File: src/rtl/scr_link_ctrl.sv
// rtl/scr_link_ctrl.sv - link sequencer for a self-synchronising scrambler/descrambler pair
//
// Trains the link, forwards user words with idle-fill once locked, watches idle beats
// for errors and retrains on loss of lock.
//
// Ports
//   clk_i            clock
//   rst_ni           asynchronous active-low reset
//   tx_data_i        user word to send
//   tx_valid_i       tx_data_i valid
//   tx_ready_o       word accepted this cycle (high only in DATA)
//   scr_en_o         EN to scrambler and descrambler; a cycle with it high is a beat
//   scr_data_in_o    scrambler DATA_IN
//   dsc_data_out_i   descrambler DATA_OUT
//   rx_data_o        recovered word (pass-through of dsc_data_out_i)
//   rx_valid_o       rx_data_o holds a user word
//   retrain_i        one-cycle request to force a resync
//   locked_o         link locked (state is DATA)
//   train_to_o       one-cycle pulse on training timeout
//   state_o          0 IDLE, 1 TRAIN, 2 DATA, 3 RESYNC
module scr_link_ctrl #(
    parameter int               NBITS       = 8,
    parameter int               POLY_LENGHT = 16,
    parameter int               PIPE_LAT    = 2,
    parameter logic [NBITS-1:0] TRAIN_WORD  = 8'hA5,
    parameter int               LOCK_CNT    = 8,
    parameter int               ERR_MAX     = 4,
    parameter int               TRAIN_LEN   = 32
) (
    input  logic             clk_i,
    input  logic             rst_ni,
    input  logic [NBITS-1:0] tx_data_i,
    input  logic             tx_valid_i,
    output logic             tx_ready_o,
    output logic             scr_en_o,
    output logic [NBITS-1:0] scr_data_in_o,
    input  logic [NBITS-1:0] dsc_data_out_i,
    output logic [NBITS-1:0] rx_data_o,
    output logic             rx_valid_o,
    input  logic             retrain_i,
    output logic             locked_o,
    output logic             train_to_o,
    output logic [1:0]       state_o
);

    // Beats before the descrambler output can be trusted: the LFSR must fill with
    // scrambled training symbols, then the pair latency has to elapse.
    localparam int FLUSH = (POLY_LENGHT + NBITS - 1) / NBITS + PIPE_LAT;

    localparam int BW = $clog2(TRAIN_LEN);
    localparam int MW = $clog2(LOCK_CNT + 1);
    localparam int EW = $clog2(ERR_MAX + 1);
    localparam int RW = (PIPE_LAT > 1) ? $clog2(PIPE_LAT) : 1;

    typedef enum logic [1:0] {
        S_IDLE   = 2'd0,
        S_TRAIN  = 2'd1,
        S_DATA   = 2'd2,
        S_RESYNC = 2'd3
    } state_t;

    state_t              state_q, state_d;
    logic [BW-1:0]       b_q, b_d;
    logic [MW-1:0]       match_q, match_d;
    logic [EW-1:0]       err_q, err_d;
    logic [RW-1:0]       rs_q, rs_d;
    logic                train_to_q, train_to_d;
    logic                locked_q;
    logic [PIPE_LAT-1:0] dat_pipe_q, dat_pipe_d;
    logic [PIPE_LAT-1:0] chk_pipe_q, chk_pipe_d;

    logic             scr_en;
    logic [NBITS-1:0] scr_data;
    logic             tx_ready;
    logic             push_dat;
    logic             push_chk;
    logic             dsc_match;
    logic             pipe_dat_out;
    logic             pipe_chk_out;

    // The flag pipe mirrors the scrambler pair's latency so its output describes
    // whatever word is currently on dsc_data_out_i.
    assign pipe_dat_out = dat_pipe_q[PIPE_LAT-1];
    assign pipe_chk_out = chk_pipe_q[PIPE_LAT-1];
    assign dsc_match    = (dsc_data_out_i == TRAIN_WORD);

    always_comb begin
        state_d    = state_q;
        b_d        = b_q;
        match_d    = match_q;
        err_d      = err_q;
        rs_d       = rs_q;
        train_to_d = 1'b0;
        scr_en     = 1'b0;
        scr_data   = '0;
        tx_ready   = 1'b0;
        push_dat   = 1'b0;
        push_chk   = 1'b0;

        case (state_q)
            S_IDLE: begin
                state_d = S_TRAIN;
                b_d     = '0;
                match_d = '0;
                err_d   = '0;
            end

            S_TRAIN: begin
                scr_en   = 1'b1;
                scr_data = TRAIN_WORD;
                push_chk = 1'b1;
                if (b_q != BW'(TRAIN_LEN - 1)) begin
                    b_d = b_q + 1'b1;
                end
                // Only count matches once the descrambler has been flushed.
                if (b_q >= BW'(FLUSH)) begin
                    if (dsc_match) begin
                        if (match_q != MW'(LOCK_CNT)) begin
                            match_d = match_q + 1'b1;
                        end
                    end else begin
                        match_d = '0;
                    end
                end
                if (retrain_i) begin
                    state_d = S_RESYNC;
                    rs_d    = '0;
                end else if (match_d == MW'(LOCK_CNT)) begin
                    state_d = S_DATA;
                    err_d   = '0;
                end else if (b_q == BW'(TRAIN_LEN - 1)) begin
                    b_d        = '0;
                    match_d    = '0;
                    train_to_d = 1'b1;
                end
            end

            S_DATA: begin
                scr_en   = 1'b1;
                tx_ready = 1'b1;
                if (tx_valid_i) begin
                    scr_data = tx_data_i;
                    push_dat = 1'b1;
                end else begin
                    scr_data = TRAIN_WORD;
                    push_chk = 1'b1;
                end
                // Idle-fill beats are known words, so they double as a link monitor.
                if (pipe_chk_out) begin
                    if (dsc_match) begin
                        err_d = '0;
                    end else if (err_q != EW'(ERR_MAX)) begin
                        err_d = err_q + 1'b1;
                    end
                end
                if (retrain_i || (err_d == EW'(ERR_MAX))) begin
                    state_d = S_RESYNC;
                    rs_d    = '0;
                end
            end

            S_RESYNC: begin
                // Keep beating long enough for in-flight user words to drain.
                scr_en   = 1'b1;
                scr_data = TRAIN_WORD;
                if (rs_q == RW'(PIPE_LAT - 1)) begin
                    state_d = S_TRAIN;
                    b_d     = '0;
                    match_d = '0;
                    err_d   = '0;
                end else begin
                    rs_d = rs_q + 1'b1;
                end
            end

            default: begin
                state_d = S_IDLE;
            end
        endcase
    end

    always_comb begin
        dat_pipe_d = dat_pipe_q;
        chk_pipe_d = chk_pipe_q;
        if (scr_en) begin
            dat_pipe_d[0] = push_dat;
            chk_pipe_d[0] = push_chk;
            for (int i = 1; i < PIPE_LAT; i++) begin
                dat_pipe_d[i] = dat_pipe_q[i-1];
                chk_pipe_d[i] = chk_pipe_q[i-1];
            end
        end
    end

    always_ff @(posedge clk_i or negedge rst_ni) begin
        if (!rst_ni) begin
            state_q    <= S_IDLE;
            b_q        <= '0;
            match_q    <= '0;
            err_q      <= '0;
            rs_q       <= '0;
            train_to_q <= 1'b0;
            locked_q   <= 1'b0;
            dat_pipe_q <= '0;
            chk_pipe_q <= '0;
        end else begin
            state_q    <= state_d;
            b_q        <= b_d;
            match_q    <= match_d;
            err_q      <= err_d;
            rs_q       <= rs_d;
            train_to_q <= train_to_d;
            locked_q   <= (state_d == S_DATA);
            dat_pipe_q <= dat_pipe_d;
            chk_pipe_q <= chk_pipe_d;
        end
    end

    assign tx_ready_o    = tx_ready;
    assign scr_en_o      = scr_en;
    assign scr_data_in_o = scr_data;
    assign rx_data_o     = dsc_data_out_i;
    assign rx_valid_o    = pipe_dat_out & scr_en;
    assign locked_o      = locked_q;
    assign train_to_o    = train_to_q;
    assign state_o       = state_q;

endmodule

File: config.mk
export PLATFORM = sky130hd
export DESIGN_NAME = scr_link_ctrl
export DESIGN_NICKNAME = d
export VERILOG_FILES = /design/src/rtl/scr_link_ctrl.sv
export SDC_FILE = /design/constraint.sdc
export NUM_CORES = 1
export LEC_CHECK = 0
export ABC_AREA = 1
export CORE_MARGIN = 1
export CORE_UTILIZATION = 30
export DETAILED_ROUTE_END_ITERATION = 6
export HOLD_SLACK_MARGIN = 0.03
export PLACE_DENSITY = 0.63
export SETUP_SLACK_MARGIN = 0.2
export SYNTH_ARGS = -nofsm -noshare
export SYNTH_HDL_FRONTEND = slang
export SYNTH_SLANG_ARGS = --single-unit
File: constraint.sdc
create_clock -name clk_i -period 2.55 [get_ports clk_i]
set_clock_uncertainty 0.05 [all_clocks]
set_input_delay 0.3825 -clock clk_i [delete_from_list [all_inputs] [get_ports clk_i]]
set_output_delay 0.3825 -clock clk_i [all_outputs]
set_load 0.02 [all_outputs]
==> out/metrics.csv <==
metric,value,unit
status,finished clean,
ir_worst_vdd,0.6341,mV
fin_crit,2.253,ns
path_clk_slew,0.09,ns
drive_gt1_share,15.93,%
yosysWarnings,0,
syn_avg_cell_area,7.291,µm²
cp_max_fo,6,
yosys.area_share.simple,31.74,%
end_kind,output pin,
syn_inst,226,
ys_types,27,
final_util,42.07,%
numCtsBuffers,3,
viasPerCell,4.362,
min_period_over_period,88.36,%
synthMuxAreaShare,0,%
synth-xor-area-share,1.595,%
postSynthNetCount,260,
worst_hold_slack,0.4054,ns
synth_seq_cells,21,
gr-total-overflow,0,
die_height,76.12,µm
first_pass_iters,4,
maxSlewViolCount,0,
dp_hpwl,2776,µm
diodes,0,
grt_pass1_wl,6361,µm
cts_hold_buf,0,
tightest_slew,0.2779,ns
grt_pass1_vias,1460,
num_vias,1483,
synth-compound-area-share,10.25,%
h-tree-depth,1,
rsz0062_at_grt,false,
drc_errors,0,
final_common_cell,nand2_1,
insertion_delay,0.27,ns
leakage,1.114,nW
setup_viol,0,
dieArea,5793,µm²
wl_per_cell,10.44,µm
root_buffer,clkbuf_8,
max_cap_viol_count,0,
holdCritPathClass,input port to asynchronous set/reset pin,
num_io_pins,43,
tritoncts,done,
critical_path.startpoint_type,flip-flop,
power,2.070,mW
layout.nets,305,
path_class,flip-flop to output pin,
clockBufferDepth,2,
postRouteAntennaNets,0,
area_growth,32.88,%
rows,26,
synth_area,1648,µm²
crit_arrival,1.82,ns
fmax,443.8,MHz
worstPathRequired,2.12,ns
synth_adder_area_share,10.63,%
gp_congestion,0.7936,
setup_tns,0,ns
drtIter0Drc,58,
core,5205,µm²
wl,3549,µm
ys_seq_area_share,31.89,%
final_cell_mix,"nand2_1 (55), inv_1 (38), clkdlybuf4s50_1 (33), dfrtp_1 (20), nand3_1 (17)",
grt_max_degree,22,
cts_sinks,21,
grt_antenna_before_repair,0,
die_w,76.12,µm
synth_top_family_by_area,simple AND/OR/NAND/NOR gates,
portBuffers,42,
slew_headroom,81.48,%
powerDensity,945.2,nW/µm²
grtUsageTotal,13.25,%
start_util,31.66,%
finalHoldViolations,0,
-- Yosys cell counts (all sizes together) --
master | number | share of area (%)
ha | 14 | 11
nor3 | 2 | 0.61
o21ai | 18 | 6.6
a21oi | 6 | 2.0
nand3 | 21 | 8.5
buf | 8 | 3.6
nand4 | 2 | 0.76
o21bai | 1 | 0.46
inv | 44 | 10
o22ai | 3 | 1.1
xor2 | 3 | 1.6
nor2 | 17 | 4.8
nand2 | 63 | 16
or2 | 2 | 0.91
clkbuf | 1 | 0.23
dfrtp | 21 | 32
-- stage by stage --
| step | setup slack, ns | instance area [µm²] | instances |
|---|---|---|---|
| after CTS | 0.2307 | 2182 | 340 |
| after detailed placement | 0.1370 | 2137 | 335 |
| after global routing | 0.2042 | 2190 | 340 |
| after global placement | 0.1965 | 2137 | 335 |
| after floorplan | 0.3622 | 1648 | 226 |
| final | 0.2968 | 2190 | 340 |
-- power breakdown --
part,leakage [nW],switching [mW],internal (mW)
registers,0.280,0.0758,0.420
logic,0.808,0.825,0.520
clock network,0.0255,0.120,0.109
-- cells by family after synthesis --
group | after synthesis
buf+inv | 53
fa+ha+maj | 14
simple gates | 107
flops | 21
compound gates | 28
xor+xnor | 3
-- critical path: stages (launching register included) --
cell             delay, ns
dfrtp_2               0.43
inv_1                 0.09
ha_1                  0.21
inv_1                 0.09
buf_4                 0.14
clkdlybuf4s50_1       0.60
-- final timing paths --
kind / start / endpoint / slack [ns] / depth (start not counted)
min in group clk_i: dat_pipe_q[1]$_DFFE_PN0N_ / dat_pipe_q[1]$_DFFE_PN0N_ / 0.44 / 2
worst max register to register: state_o[0]$_DFF_PN0_ / b_q[1]$_DFFE_PN0P_ / 0.61 / 10
worst min-delay path: rst_ni / b_q[1]$_DFFE_PN0P_ / 0.41 / 2
worst min register to register: dat_pipe_q[1]$_DFFE_PN0N_ / dat_pipe_q[1]$_DFFE_PN0N_ / 0.44 / 2
max in group asynchronous: rst_ni / state_o[1]$_DFF_PN0_ / 1.81 / 2
worst max-delay path: state_o[1]$_DFF_PN0_ / scr_en_o / 0.30 / 5
-- flip-flops by register name, summed over array words and instances (netlist names) --
name / flops
b_q: 5
match_q: 4
err_q: 3
chk_pipe_q: 2
dat_pipe_q: 2
state_o: 2
locked_o: 1
rs_q: 1
train_to_o: 1
-- metal layers --
layer,wire length [µm],GRT usage [%],part of all wire [%],up-vias
met4,50,4.808,1.4,0
met1,1745,16.94,49,654
met3,161,1.796,4.5,5
met2,1591,22.73,45,44
met5,0,0,0,-
li1,-,-,-,780
-- area by class of cell --
class | instances | area [µm²]
timing repair buffer | 49 | 466.7
inverter | 44 | 165.2
clock inverter | 1 | 5.005
sequential | 21 | 526.8
fill | 576 | 3015
multi-input combinational | 152 | 897.1
tap | 70 | 87.58
clock buffer | 3 | 41.29
-- timing repair --
item / 4_1_cts / 5_1_grt
setup buffers: 1 / 0
endpoints found under the setup margin: 9 / 6
gates resized for setup: 10 / 4
pin swaps: 1 / 1
gates cloned: 0 / 0
(Power assumes the default switching activity.)
